**config.mk**
```make
export PLATFORM = sky130hd
export DESIGN_NAME = tri_span_gen
export DESIGN_NICKNAME = d
export VERILOG_FILES = /design/src/rtl/tri_span_pkg.sv /design/src/rtl/tri_edge_acc.sv /design/src/rtl/tri_span_gen.sv
export SDC_FILE = /design/constraint.sdc
export NUM_CORES = 1
export LEC_CHECK = 0
export CAP_MARGIN = 20
export CORE_ASPECT_RATIO = 1.4
export CORE_UTILIZATION = 55
export DETAILED_ROUTE_END_ITERATION = 6
export HOLD_SLACK_MARGIN = 0.15
export PLACE_DENSITY = 0.87
export SLEW_MARGIN = 20
export SYNTH_ARGS = -nofsm -noshare
export SYNTH_HDL_FRONTEND = slang
export SYNTH_HIERARCHICAL = 1
export SYNTH_SLANG_ARGS = --single-unit
export TNS_END_PERCENT = 5
```
**constraint.sdc**
```tcl
create_clock -name wb_clk_i -period 3.5 [get_ports wb_clk_i]
set_clock_uncertainty 0.15 [all_clocks]
set_input_delay 0.7 -clock wb_clk_i [delete_from_list [all_inputs] [get_ports wb_clk_i]]
set_output_delay 0.7 -clock wb_clk_i [all_outputs]
set_load 0.01 [all_outputs]
```
**src/rtl/tri_span_pkg.sv**
```systemverilog
// tri_span_pkg
// Shared types and constants for the triangle scanline span generator:
// FSM state encoding, Wishbone register word addresses, CTRL/STATUS bit
// positions and width helpers for the slope and accumulator datapaths.
package tri_span_pkg;

    typedef enum logic [1:0] {
        ST_IDLE   = 2'd0,
        ST_SETUP  = 2'd1,
        ST_WALK   = 2'd2,
        ST_FINISH = 2'd3
    } span_state_t;

    localparam logic [2:0] ADR_V0     = 3'd0;
    localparam logic [2:0] ADR_V1     = 3'd1;
    localparam logic [2:0] ADR_V2     = 3'd2;
    localparam logic [2:0] ADR_S02    = 3'd3;
    localparam logic [2:0] ADR_S01    = 3'd4;
    localparam logic [2:0] ADR_S12    = 3'd5;
    localparam logic [2:0] ADR_CTRL   = 3'd6;
    localparam logic [2:0] ADR_STATUS = 3'd7;

    localparam int CTRL_START  = 0;
    localparam int CTRL_ABORT  = 1;
    localparam int CTRL_IRQ_EN = 2;

    localparam int STAT_BUSY  = 0;
    localparam int STAT_DONE  = 1;
    localparam int STAT_CNT_LSB = 16;

    // Signed slope: integer part, fraction and a sign bit.
    function automatic int slope_w(input int coord_w, input int frac_w);
        return coord_w + frac_w + 1;
    endfunction

    // Accumulator: one extra bit over the slope so overshoot past the
    // right edge can still be told apart from negative values.
    function automatic int acc_w(input int coord_w, input int frac_w);
        return coord_w + frac_w + 2;
    endfunction

endpackage

```
**src/rtl/tri_edge_acc.sv**
```systemverilog
// tri_edge_acc
// Fixed-point edge walker for one triangle edge.
//   clk_sys, rst_b : clock, asynchronous active-low reset
//   load           : acc <= (load_x << FRAC_W) + load_slope/2, slope latched
//   step           : acc <= acc + latched slope (load has priority)
//   load_x         : starting x of the edge (integer pixels)
//   load_slope     : signed dx/dy in FRAC_W fractional bits
//   x_clamped      : integer part of acc clamped to [0, 2^COORD_W-1]
module tri_edge_acc
    import tri_span_pkg::*;
#(
    parameter int COORD_W = 8,
    parameter int FRAC_W  = 8
)
(
    input  logic                       clk_sys,
    input  logic                       rst_b,
    input  logic                       load,
    input  logic                       step,
    input  logic [COORD_W-1:0]         load_x,
    input  logic [COORD_W+FRAC_W:0]    load_slope,
    output logic [COORD_W-1:0]         x_clamped
);

    localparam int SLOPE_W = slope_w(COORD_W, FRAC_W);
    localparam int ACC_W   = acc_w(COORD_W, FRAC_W);

    logic signed [ACC_W-1:0] acc;
    logic signed [ACC_W-1:0] slope_q;
    logic signed [ACC_W-1:0] slope_ext;
    logic signed [ACC_W-1:0] x_fix;
    logic signed [ACC_W-1:0] half_step;

    assign slope_ext = {load_slope[SLOPE_W-1], load_slope};
    assign x_fix     = {2'b00, load_x, {FRAC_W{1'b0}}};
    // Half a slope step moves the sample point to the pixel centre.
    assign half_step = slope_ext >>> 1;

    always_ff @(posedge clk_sys or negedge rst_b) begin
        if (!rst_b) begin
            acc     <= '0;
            slope_q <= '0;
        end else if (load) begin
            acc     <= x_fix + half_step;
            slope_q <= slope_ext;
        end else if (step) begin
            acc     <= acc + slope_q;
        end
    end

    // Top bit set: negative. Next bit set on a non-negative value: the
    // integer part is at least 2^COORD_W.
    always_comb begin
        x_clamped = acc[FRAC_W +: COORD_W];
        if (acc[ACC_W-1]) begin
            x_clamped = '0;
        end else if (acc[ACC_W-2]) begin
            x_clamped = '1;
        end
    end

endmodule

```
**src/rtl/tri_span_gen.sv**
```systemverilog
// tri_span_gen
// Triangle scanline span generator with a Wishbone classic register slave.
// Software loads three y-sorted vertices and three edge slopes, writes
// START, and the block emits one clamped {y, x_start, x_end} span per
// scanline from y0 to y2-1 on a valid/ready stream.
//
// Ports:
//   wb_clk_i, wb_rst_ni     : clock, asynchronous active-low reset
//   wbs_stb_i/cyc_i/we_i    : Wishbone classic strobe, cycle, write enable
//   wbs_sel_i, wbs_adr_i    : byte selects, word address [4:2]
//   wbs_dat_i / wbs_dat_o   : write / read data
//   wbs_ack_o               : registered acknowledge
//   span_valid/span_ready   : span stream handshake
//   span_y, span_x_start,
//   span_x_end              : scanline and inclusive ordered bounds
//   irq_o                   : done & IRQ_EN (only with TRI_SPAN_IRQ_EN)
//   busy                    : walk in progress
//
// Build option: define TRI_SPAN_IRQ_EN to add irq_o and a writable CTRL.IRQ_EN.
//
// state  | meaning
// IDLE   | waiting for START
// SETUP  | load edge accumulators, decide whether any line exists
// WALK   | present one span per line, advance on accept
// FINISH | set done, latch span count
module tri_span_gen
    import tri_span_pkg::*;
#(
    parameter int COORD_W = 8,
    parameter int FRAC_W  = 8
)
(
    input  logic               wb_clk_i,
    input  logic               wb_rst_ni,
    input  logic               wbs_stb_i,
    input  logic               wbs_cyc_i,
    input  logic               wbs_we_i,
    input  logic [3:0]         wbs_sel_i,
    input  logic [4:2]         wbs_adr_i,
    input  logic [31:0]        wbs_dat_i,
    output logic               wbs_ack_o,
    output logic [31:0]        wbs_dat_o,
    output logic               span_valid,
    input  logic               span_ready,
    output logic [COORD_W-1:0] span_y,
    output logic [COORD_W-1:0] span_x_start,
    output logic [COORD_W-1:0] span_x_end,
`ifdef TRI_SPAN_IRQ_EN
    output logic               irq_o,
`endif
    output logic               busy
);

    localparam int SLOPE_W = slope_w(COORD_W, FRAC_W);
    localparam logic [COORD_W-1:0] ONE = COORD_W'(1);

    logic [31:0]        regs [0:5];
    span_state_t        state;
    logic [COORD_W-1:0] y_q;
    logic [15:0]        span_cnt;
    logic [15:0]        span_count;
    logic               done;
    logic               done_nxt;
    logic               irq_en;

    logic               bus_req;
    logic               wr_commit;
    logic               wr_ctrl;
    logic               abort_req;
    logic               start_req;
    logic               done_clr;
    logic [31:0]        rd_data;

    logic [COORD_W-1:0] x0, x1, y0, y1, y2;
    logic [SLOPE_W-1:0] s02, s01, s12;
    logic [COORD_W-1:0] y_nxt;
    logic               y_last;
    logic               accept;
    logic               load_l;
    logic               load_s;
    logic               use_short2;
    logic [COORD_W-1:0] xs_load;
    logic [SLOPE_W-1:0] ss_load;
    logic [COORD_W-1:0] x_long;
    logic [COORD_W-1:0] x_short;

    // ------------------------------------------------------------------
    // Bus: ack one cycle after the request; writes take effect at the end
    // of the ack cycle, so START seen in cycle N moves the FSM at N+1.
    // ------------------------------------------------------------------
    assign bus_req   = wbs_stb_i & wbs_cyc_i & ~wbs_ack_o;
    assign wr_commit = wbs_stb_i & wbs_cyc_i & wbs_we_i & wbs_ack_o;
    assign wr_ctrl   = wr_commit & (wbs_adr_i == ADR_CTRL) & wbs_sel_i[0];
    assign abort_req = wr_ctrl & wbs_dat_i[CTRL_ABORT];
    assign start_req = wr_ctrl & wbs_dat_i[CTRL_START] & ~abort_req & ~busy;
    assign done_clr  = wr_commit & (wbs_adr_i == ADR_STATUS) & wbs_sel_i[0]
                     & wbs_dat_i[STAT_DONE];

    always_ff @(posedge wb_clk_i or negedge wb_rst_ni) begin
        if (!wb_rst_ni) begin
            for (int i = 0; i < 6; i++) begin
                regs[i] <= '0;
            end
        end else if (wr_commit && !busy && (wbs_adr_i <= ADR_S12)) begin
            for (int b = 0; b < 4; b++) begin
                if (wbs_sel_i[b]) begin
                    regs[wbs_adr_i][8*b +: 8] <= wbs_dat_i[8*b +: 8];
                end
            end
        end
    end

    always_comb begin
        rd_data = '0;
        case (wbs_adr_i)
            ADR_CTRL:   rd_data[CTRL_IRQ_EN] = irq_en;
            ADR_STATUS: rd_data = {span_count, 14'd0, done, busy};
            default:    rd_data = regs[wbs_adr_i];
        endcase
    end

    always_ff @(posedge wb_clk_i or negedge wb_rst_ni) begin
        if (!wb_rst_ni) begin
            wbs_ack_o <= 1'b0;
            wbs_dat_o <= '0;
        end else begin
            wbs_ack_o <= bus_req;
            wbs_dat_o <= (bus_req && !wbs_we_i) ? rd_data : '0;
        end
    end

    // ------------------------------------------------------------------
    // Done flag and optional interrupt
    // ------------------------------------------------------------------
    always_comb begin
        done_nxt = done;
        if (done_clr) begin
            done_nxt = 1'b0;
        end
        if (state == ST_FINISH && !abort_req) begin
            done_nxt = 1'b1;
        end
    end

    always_ff @(posedge wb_clk_i or negedge wb_rst_ni) begin
        if (!wb_rst_ni) begin
            done <= 1'b0;
        end else begin
            done <= done_nxt;
        end
    end

`ifdef TRI_SPAN_IRQ_EN
    logic irq_en_nxt;

    assign irq_en_nxt = wr_ctrl ? wbs_dat_i[CTRL_IRQ_EN] : irq_en;

    // irq follows the next-state of done so it rises together with done.
    always_ff @(posedge wb_clk_i or negedge wb_rst_ni) begin
        if (!wb_rst_ni) begin
            irq_en <= 1'b0;
            irq_o  <= 1'b0;
        end else begin
            irq_en <= irq_en_nxt;
            irq_o  <= done_nxt & irq_en_nxt;
        end
    end
`else
    assign irq_en = 1'b0;
`endif

    // ------------------------------------------------------------------
    // Geometry fields
    // ------------------------------------------------------------------
    assign x0  = regs[ADR_V0][0 +: COORD_W];
    assign y0  = regs[ADR_V0][16 +: COORD_W];
    assign x1  = regs[ADR_V1][0 +: COORD_W];
    assign y1  = regs[ADR_V1][16 +: COORD_W];
    assign y2  = regs[ADR_V2][16 +: COORD_W];
    assign s02 = regs[ADR_S02][SLOPE_W-1:0];
    assign s01 = regs[ADR_S01][SLOPE_W-1:0];
    assign s12 = regs[ADR_S12][SLOPE_W-1:0];

    assign accept = span_valid & span_ready;
    assign y_nxt  = y_q + ONE;
    assign y_last = (y_q == (y2 - ONE));

    // ------------------------------------------------------------------
    // FSM
    // ------------------------------------------------------------------
    always_ff @(posedge wb_clk_i or negedge wb_rst_ni) begin
        if (!wb_rst_ni) begin
            state      <= ST_IDLE;
            busy       <= 1'b0;
            span_valid <= 1'b0;
            y_q        <= '0;
            span_cnt   <= '0;
            span_count <= '0;
        end else if (abort_req) begin
            state      <= ST_IDLE;
            busy       <= 1'b0;
            span_valid <= 1'b0;
            span_count <= span_cnt + {15'd0, accept};
        end else begin
            case (state)
                ST_IDLE: begin
                    if (start_req) begin
                        state    <= ST_SETUP;
                        busy     <= 1'b1;
                        span_cnt <= '0;
                    end
                end
                ST_SETUP: begin
                    y_q <= y0;
                    if (y0 == y2) begin
                        state <= ST_FINISH;
                    end else begin
                        state      <= ST_WALK;
                        span_valid <= 1'b1;
                    end
                end
                ST_WALK: begin
                    if (accept) begin
                        span_cnt <= span_cnt + 16'd1;
                        if (y_last) begin
                            state      <= ST_FINISH;
                            span_valid <= 1'b0;
                        end else begin
                            y_q <= y_nxt;
                        end
                    end
                end
                ST_FINISH: begin
                    state      <= ST_IDLE;
                    busy       <= 1'b0;
                    span_count <= span_cnt;
                end
                default: begin
                    state <= ST_IDLE;
                    busy  <= 1'b0;
                end
            endcase
        end
    end

    // ------------------------------------------------------------------
    // Edge accumulators. The short edge switches to V1->V2 when the line
    // about to be presented is y1; with y0 == y1 that is the first line.
    // ------------------------------------------------------------------
    assign load_l     = (state == ST_SETUP);
    assign use_short2 = (state == ST_SETUP) ? (y0 == y1) : 1'b1;
    assign load_s     = (state == ST_SETUP) | (accept & (y_nxt == y1));
    assign xs_load    = use_short2 ? x1  : x0;
    assign ss_load    = use_short2 ? s12 : s01;

    tri_edge_acc #(
        .COORD_W    (COORD_W),
        .FRAC_W     (FRAC_W)
    ) u_edge_long (
        .clk_sys    (wb_clk_i),
        .rst_b      (wb_rst_ni),
        .load       (load_l),
        .step       (accept),
        .load_x     (x0),
        .load_slope (s02),
        .x_clamped  (x_long)
    );

    tri_edge_acc #(
        .COORD_W    (COORD_W),
        .FRAC_W     (FRAC_W)
    ) u_edge_short (
        .clk_sys    (wb_clk_i),
        .rst_b      (wb_rst_ni),
        .load       (load_s),
        .step       (accept),
        .load_x     (xs_load),
        .load_slope (ss_load),
        .x_clamped  (x_short)
    );

    // ------------------------------------------------------------------
    // Span outputs: ordered bounds of the two clamped edges.
    // ------------------------------------------------------------------
    assign span_y = y_q;

    always_comb begin
        if (x_long <= x_short) begin
            span_x_start = x_long;
            span_x_end   = x_short;
        end else begin
            span_x_start = x_short;
            span_x_end   = x_long;
        end
    end

endmodule

```
==> results_dict.tcl, run 1 <==
set metrics [dict create \
    status "finished with violations" \
    failed_checks "setup timing" \
    core_um2 33300 \
    stdcell_area_um2 22100 \
    globalRouteTotalUtil 0.306 \
    timing.max_cap.violations 0 \
    p_leak_nw 10.4 \
    power.share.clock 0.256 \
    yosys_most_used_dff "dfrtp_1" \
    path_clk_slew_ns 0.06 \
    insertion_delay_ns 0.52 \
    synth_area_um2 18600 \
    final_cells 2349 \
    post_drt_wl_per_cell_um 22.2 \
    hold_slack_ns 0.333 \
    syn_nets 1850 \
    grt_pass1_wl_um 81600 \
    drtAntennaViolNets 0 \
    drtPass1Iterations 5 \
    max_slew_margin 0.388 \
    vias_per_cell 6.42 \
    drc 0 \
    hpwl_um 36400 \
    nets 2002 \
    dpl_cell_area_um2 20600 \
    row_count 79 \
    nFillCells 2416 \
    synth_area_leaders "dfrtp_1 46%, mux2_2 15%, ha_1 4.6%" \
    diodes 0 \
    rrSetupSlack_ns 0.08 \
    clockBufferDepth 3 \
    ios 104 \
    antenna_found_initial 1 \
    grt_max_degree 84 \
    yosysWarnings 6 \
    p_comb_frac 0.419 \
    totalWireLength_um 52200 \
    place.gp.congestion 0.922 \
    synthCells 1732 \
    critPathMaxFanout 7 \
    seqCellArea_um2 8510 \
    cts_tree "yes" \
    synthArstFlopShare 1.00 \
    numClockSinks 340 \
    port_buffers 103 \
    dp.cells 2272 \
    worst_setup_path_start_kind "register" \
    cts_htree_levels 2 \
    setup_viol 16 \
    multi_input_area_um2 9750 \
    initial_core_util 0.559 \
    reg2reg_depth 13 \
    hold_class "register to register" \
    p_total_mw 14.4 \
    post_route_cells_drive_above_1_share 0.251 \
    worstMarginPinSlew_ns 0.914 \
    drv_slew 0 \
    min_period_ns 3.70 \
    p_sw_mw 4.77 \
    min_path_cells 2 \
    cp-end-kind "output port" \
    ys_ff_latch 340 \
    ctsRootBufferMaster "clkbuf_16" \
    synth_edf_count 0 \
    seqPwrFrac 0.326 \
    numCtsBuffers 35 \
    vdd_drop_max_mv 0.868 \
    drt_iter0_drc 1456 \
    dr_total_vias 15087 \
    criticalPathCategory "register to output port" \
    p_per_area_nw_per_um2 650 \
    timing.final.crit_share 1.06 \
    swShare 0.332 \
    avgSynthCellArea_um2 10.8 \
    final-hold-violation-count 0 \
    grt_pass1_vias 15240 \
    synth_top_area_cell "dfrtp_1" \
    rsz0062_at_grt "true" \
    die_width_um 158 \
    yosysSeqAreaShare 0.457 \
    syn2layout_area_growth_pct 18.7 \
    critical_path_arrival_ns 2.85 \
    p_int_mw 9.60 \
    post-route-worst-setup-slack_ns -0.202 \
    die-area_um2 34600 \
    grt-ovfl-total 0 \
    synth_cell_types 85 \
    finish.utilization 0.664 \
    cp.required_ns 2.65 \
    synth_top_area_frac 0.457 \
    die_y_um 220 \
    fmax_mhz 270 \
]
synth_stat cells (all sizes together), types with 20 or more instances:
| cell type | number |
|---|---|
| nand2 | 131 |
| nand3 | 29 |
| mux2i | 20 |
| nor3 | 21 |
| clkbuf | 77 |
| and3 | 26 |
| xnor2 | 69 |
| a221oi | 20 |
| a31oi | 24 |
| a22oi | 72 |
| a21o | 22 |
| a21oi | 71 |
| mux2 | 253 |
| inv | 49 |
| ha | 69 |
| o21ai | 99 |
| dfrtp | 340 |
| nor2 | 98 |
sequential cells by signal, summed over array words and instances (netlist names):
signal	cells
regs	192
wbs_dat_o	32
u_edge_long/acc	18
u_edge_short/acc	18
u_edge_long/slope_q	17
u_edge_short/slope_q	17
span_cnt	16
span_count	16
span_y	8
state	2
busy	1
done	1
span_valid	1
wbs_ack_o	1
cell usage in the layout, fill, tap and decap left out, types with 22 or more instances in the layout:
cell,synthesis,layout
xnor2_1,69,69
nand2_1,131,131
ha_1,69,66
buf_6,3,25
clkbuf_16,0,35
buf_4,0,78
dfrtp_1,340,337
o21ai_0,93,90
a31oi_1,23,22
mux2_2,253,245
and3_1,23,22
a21oi_1,70,69
clkdlybuf4s50_1,0,86
inv_1,49,48
nand3_1,29,29
a22oi_1,72,72
nor2_1,98,80
worst max-delay path, stage by stage, from the launching register on:
cell and delay (ns):
dfrtp_2 0.45, buf_6 0.15, nor2_1 0.13, nor2_2 0.08, ha_1 0.30, and3_4 0.16
nand4_1 0.10, o21ai_2 0.08, a21oi_4 0.19, buf_6 0.14, buf_4 0.11, mux2_2 0.34
buf_6 0.12
stage by stage:
step | TNS (ns) | setup slack [ns]
after floorplan | 0 | 0.00742
after global placement | -0.0295 | -0.00396
after detailed placement | -0.344 | -0.0470
after CTS | -3.16 | -0.215
after global routing | -4.56 | -0.300
final | -2.95 | -0.202
power groups by stage:
stage / registers, mW / clock network (mW) / logic (mW)
after CTS: 4.65 / 3.71 / 5.70
after detailed placement: 4.72 / 0 / 4.77
final: 4.68 / 3.67 / 6.02
after floorplan: 4.55 / 0 / 3.04
after global routing: 4.71 / 3.86 / 6.51
after global placement: 4.70 / 0 / 4.63
area by class of cell:
| class | count | share of cell area |
|---|---|---|
| Inverter | 50 | 0.00849 |
| Timing Repair Buffer | 203 | 0.0902 |
| Sequential cell | 340 | 0.385 |
| Clock inverter | 7 | 0.00515 |
| Tap cell | 445 | 0.0252 |
| Clock buffer | 50 | 0.0449 |
| Multi-Input combinational cell | 1254 | 0.441 |
per-layer routing:
layer	share of wire	GRT usage	wire [µm]
met1	0.37	0.350	19100
met2	0.51	0.534	26900
met3	0.059	0.0464	3050
met4	0.059	0.189	3070
met5	0.00077	0	40
logic make-up (layout without fill, tap and decap cells):
logic type | after synthesis | in the layout | synth area share
AOI/OAI and AO/OA | 406 | 406 | 0.148
xor gates and xnor gates | 85 | 85 | 0.0400
adders and majority gates | 73 | 73 | 0.0507
buffers and inverters | 138 | 310 | 0.0304
DFF | 340 | 340 | 0.457
muxes | 273 | 273 | 0.164
and+or+nand+nor | 417 | 417 | 0.110
final timing paths:
kind / end / startpoint
hold / removal: span_count[15]$_DFFE_PN0N_ / span_count[15]$_DFFE_PN0N_
max in group asynchronous: regs[31]$_DFFE_PN0P_ / wb_rst_ni
setup reg to reg: u_edge_short/acc[16]$_DFFE_PN0P_ / regs[179]$_DFFE_PN0P_
setup / recovery: span_x_end[6] / u_edge_long/acc[16]$_DFFE_PN0P_
min in group asynchronous: wbs_dat_o[15]$_DFF_PN0_ / wb_rst_ni
hold reg to reg: span_count[15]$_DFFE_PN0N_ / span_count[15]$_DFFE_PN0N_
timing repair:
action | 4_1_cts | 5_1_grt
cloned | 1 | 0
endpoints found under the hold margin | 77 | 0
pin swaps | 11 | 13
buffers inserted | 13 | 5
resized for setup | 106 | 29
endpoints found under the setup margin | 16 | 18
hold buffers | 1 | 0
No activity file was read; power rests on OpenSTA's default activity.
==> run 2: changes to the inputs <==
--- a/config.mk
+++ b/config.mk
@@ -5,6 +5,7 @@
 export SDC_FILE = /design/constraint.sdc
 export NUM_CORES = 1
 export LEC_CHECK = 0
+export ABC_AREA = 1
 export CAP_MARGIN = 20
 export CORE_ASPECT_RATIO = 1.4
 export CORE_UTILIZATION = 55
==> run 2 against run 1 <==
The run still ends with setup timing left. Non-clock buffer count is 2 lower. Combinational power is 7.5% higher. Global-route usage is 1.0 points higher. Via count is 20% higher. Largest cell class unchanged. Hold slack worse by 0.0064 ns. Worst setup slack better by 0.11 ns. Final area is 3.3% higher. Register-to-register slack better by 0.08 ns. Synthesized area is 5.2% higher.
==> results_dict.tcl, run 2 <==
set metrics [dict create \
    clockBufferDepth 3 \
    p_comb_frac 0.433 \
    fmax_mhz 278 \
    p_total_mw 14.9 \
    criticalPathCategory "register to output port" \
    layout_common_cells "753 x nand2_1, 336 x dfrtp_1, 210 x inv_1, 154 x o21ai_1, 135 x nor2_1" \
    post_drt_wl_per_cell_um 18.3 \
    vias_per_cell 5.84 \
    grt_max_degree 76 \
    synth_area_leaders "dfrtp_1 43%, nand2_1 15%, ha_1 4.4%" \
    dr_total_vias 18105 \
    core_um2 35000 \
    top_register "regs" \
    yosys_most_used_dff "dfrtp_1" \
    nFillCells 2796 \
    pre_cts_ws_ns -0.219 \
    drc 0 \
    yosys-top-cells-count "761 x nand2_1, 340 x dfrtp_1, 214 x inv_1" \
    yosysSeqAreaShare 0.434 \
    critical_path_arrival_ns 2.74 \
    drtPass1Iterations 5 \
    post_route_cells_drive_above_1_share 0.142 \
    min_period_ns 3.59 \
    p_int_mw 9.22 \
    largest_reg_flops 192 \
    grt-ovfl-total 0 \
    hpwl_um 40300 \
    totalWireLength_um 56600 \
    path_clk_slew_ns 0.06 \
    synth_edf_count 0 \
    timing.max_cap.violations 0 \
    synthCells 2471 \
    seqPwrFrac 0.314 \
    hold_class "register to register" \
    failed_checks "setup timing" \
    grt_pass1_vias 18274 \
    rsz0062_at_grt "true" \
    insertion_delay_ns 0.53 \
    cts_htree_levels 2 \
    die_width_um 162 \
    syn2layout_area_growth_pct 16.6 \
    ctsRootBufferMaster "clkbuf_16" \
    nets 2738 \
    synth_cell_types 60 \
    cp-end-kind "output port" \
    initial_core_util 0.560 \
    hold_slack_ns 0.327 \
    synth_area_um2 19600 \
    ys_ff_latch 340 \
    setup_viol 15 \
    seqCellArea_um2 8510 \
    numCtsBuffers 34 \
    status "finished with violations" \
    place.gp.congestion 0.969 \
    drv_slew 0 \
    critPathMaxFanout 7 \
    multi_input_area_um2 9930 \
    final-hold-violation-count 0 \
    drtAntennaViolNets 0 \
    die_y_um 225 \
    p_leak_nw 11.2 \
    synthArstFlopShare 1.00 \
    numClockSinks 340 \
    diodes 0 \
    p_sw_mw 5.73 \
    worst_setup_path_start_kind "register" \
    synth_most_common_cell "nand2_1" \
    power.share.clock 0.254 \
    antenna_found_initial 0 \
    top_regs "regs (192), wbs_dat_o (32)" \
    post-route-worst-setup-slack_ns -0.0930 \
    ios 104 \
    grt_pass1_wl_um 91300 \
    layout_commonest_cell "nand2_1" \
    globalRouteTotalUtil 0.316 \
    avgSynthCellArea_um2 7.93 \
    cts_tree "yes" \
    worstMarginPinSlew_ns 0.840 \
    die-area_um2 36400 \
    syn_nets 2589 \
    timing.final.crit_share 1.03 \
    drt_iter0_drc 1547 \
    swShare 0.383 \
    row_count 81 \
    port_buffers 103 \
    finalSetupTns_ns -0.929 \
    cp.required_ns 2.65 \
    synth_top_area_frac 0.434 \
    dpl_cell_area_um2 21200 \
    vdd_drop_max_mv 0.793 \
    max_slew_margin 0.438 \
    stdcell_area_um2 22800 \
    p_per_area_nw_per_um2 654 \
    synth_top_area_cell "dfrtp_1" \
    yosysWarnings 6 \
]
run 2: cells by family (layout without fill, tap and decap cells):
kind of cell    count (synthesis)  after routing  synth area share
xor+xnor                       46             46            0.0206
buf+inv                       322            493            0.0750
simple gates                 1178           1178             0.268
fa+ha+maj                      73             73            0.0482
flops                         340            340             0.434
compound gates                512            513             0.154
run 2: routing by layer:
layer	vias to the layer above	track usage	wire (µm)
met1	8564	0.360	20700
met4	0	0.230	4040
met5	-	0	0
met3	258	0.0410	3540
li1	8453	-	-
met2	830	0.546	28300
run 2: area by class of cell:
cell class / instances / area share
multi-input cells: 1810 / 0.435
flip-flops and latches: 340 / 0.373
repair buffers: 201 / 0.0793
clock buffers: 46 / 0.0423
inverters: 233 / 0.0384
well taps: 456 / 0.0250
clock inverters: 13 / 0.00761
run 2: repair_timing:
item / 4_1_cts / 5_1_grt
pin swaps: 18 / 15
resized for setup: 121 / 43
hold endpoints to repair: 64 / 0
hold buffers: 1 / 0
cloned: 4 / 0
buffers inserted: 23 / 1
endpoints found under the setup margin: 16 / 22
run 2: stage by stage:
| step | util | std cells |
|---|---|---|
| floorplan | - | 2471 |
| global placement | 0.607 | 3010 |
| detailed placement | 0.607 | 3011 |
| CTS | 0.648 | 3098 |
| global route | 0.653 | 3099 |
| finish | 0.653 | 3099 |
run 2: power by group through the flow:
stage | combinational (mW) | clock (mW) | sequential [mW]
finish | 6.47 | 3.79 | 4.69
global route | 7.07 | 3.95 | 4.73
CTS | 6.05 | 3.81 | 4.65
detailed placement | 5.44 | 0 | 4.70
global placement | 5.33 | 0 | 4.68
floorplan | 3.36 | 0 | 4.62
run 2: path summary, 6_finish.rpt:
check	startpoint	to	slack, ns	cells after the start
max in group asynchronous	wb_rst_ni	span_count[2]$_DFFE_PN0N_	1.76	3
hold / removal	u_edge_long/slope_q[3]$_DFFE_PN0P_	u_edge_long/slope_q[3]$_DFFE_PN0P_	0.33	2
setup reg to reg	regs[176]$_DFFE_PN0P_	u_edge_short/acc[16]$_DFFE_PN0P_	0.16	18
min in group asynchronous	wb_rst_ni	regs[111]$_DFFE_PN0P_	0.58	2
hold reg to reg	u_edge_long/slope_q[3]$_DFFE_PN0P_	u_edge_long/slope_q[3]$_DFFE_PN0P_	0.33	2
setup / recovery	u_edge_long/acc[16]$_DFFE_PN0P_	span_x_start[6]	-0.09	11
run 2: critical path, stage by stage (launching register included):
cell and delay, ns:
dfrtp_2 0.45, buf_6 0.15, nor2_4 0.10, nor2_4 0.06
ha_4 0.28, nand2_4 0.04, buf_4 0.13, o41ai_4 0.50
buf_4 0.26, nand2_2 0.06, o21ai_2 0.05, buf_2 0.14
==> run 3: changes to the inputs <==
--- a/config.mk
+++ b/config.mk
@@ -6,11 +6,11 @@
 export NUM_CORES = 1
 export LEC_CHECK = 0
 export ABC_AREA = 1
-export CAP_MARGIN = 20
+export CAP_MARGIN = 25
 export CORE_ASPECT_RATIO = 1.4
 export CORE_UTILIZATION = 55
 export DETAILED_ROUTE_END_ITERATION = 6
-export HOLD_SLACK_MARGIN = 0.15
+export HOLD_SLACK_MARGIN = 0.12
 export PLACE_DENSITY = 0.87
 export SLEW_MARGIN = 20
 export SYNTH_ARGS = -nofsm -noshare
==> results of run 3 <==
No change in the layout: final DEF, timing and power equal those of run 2.
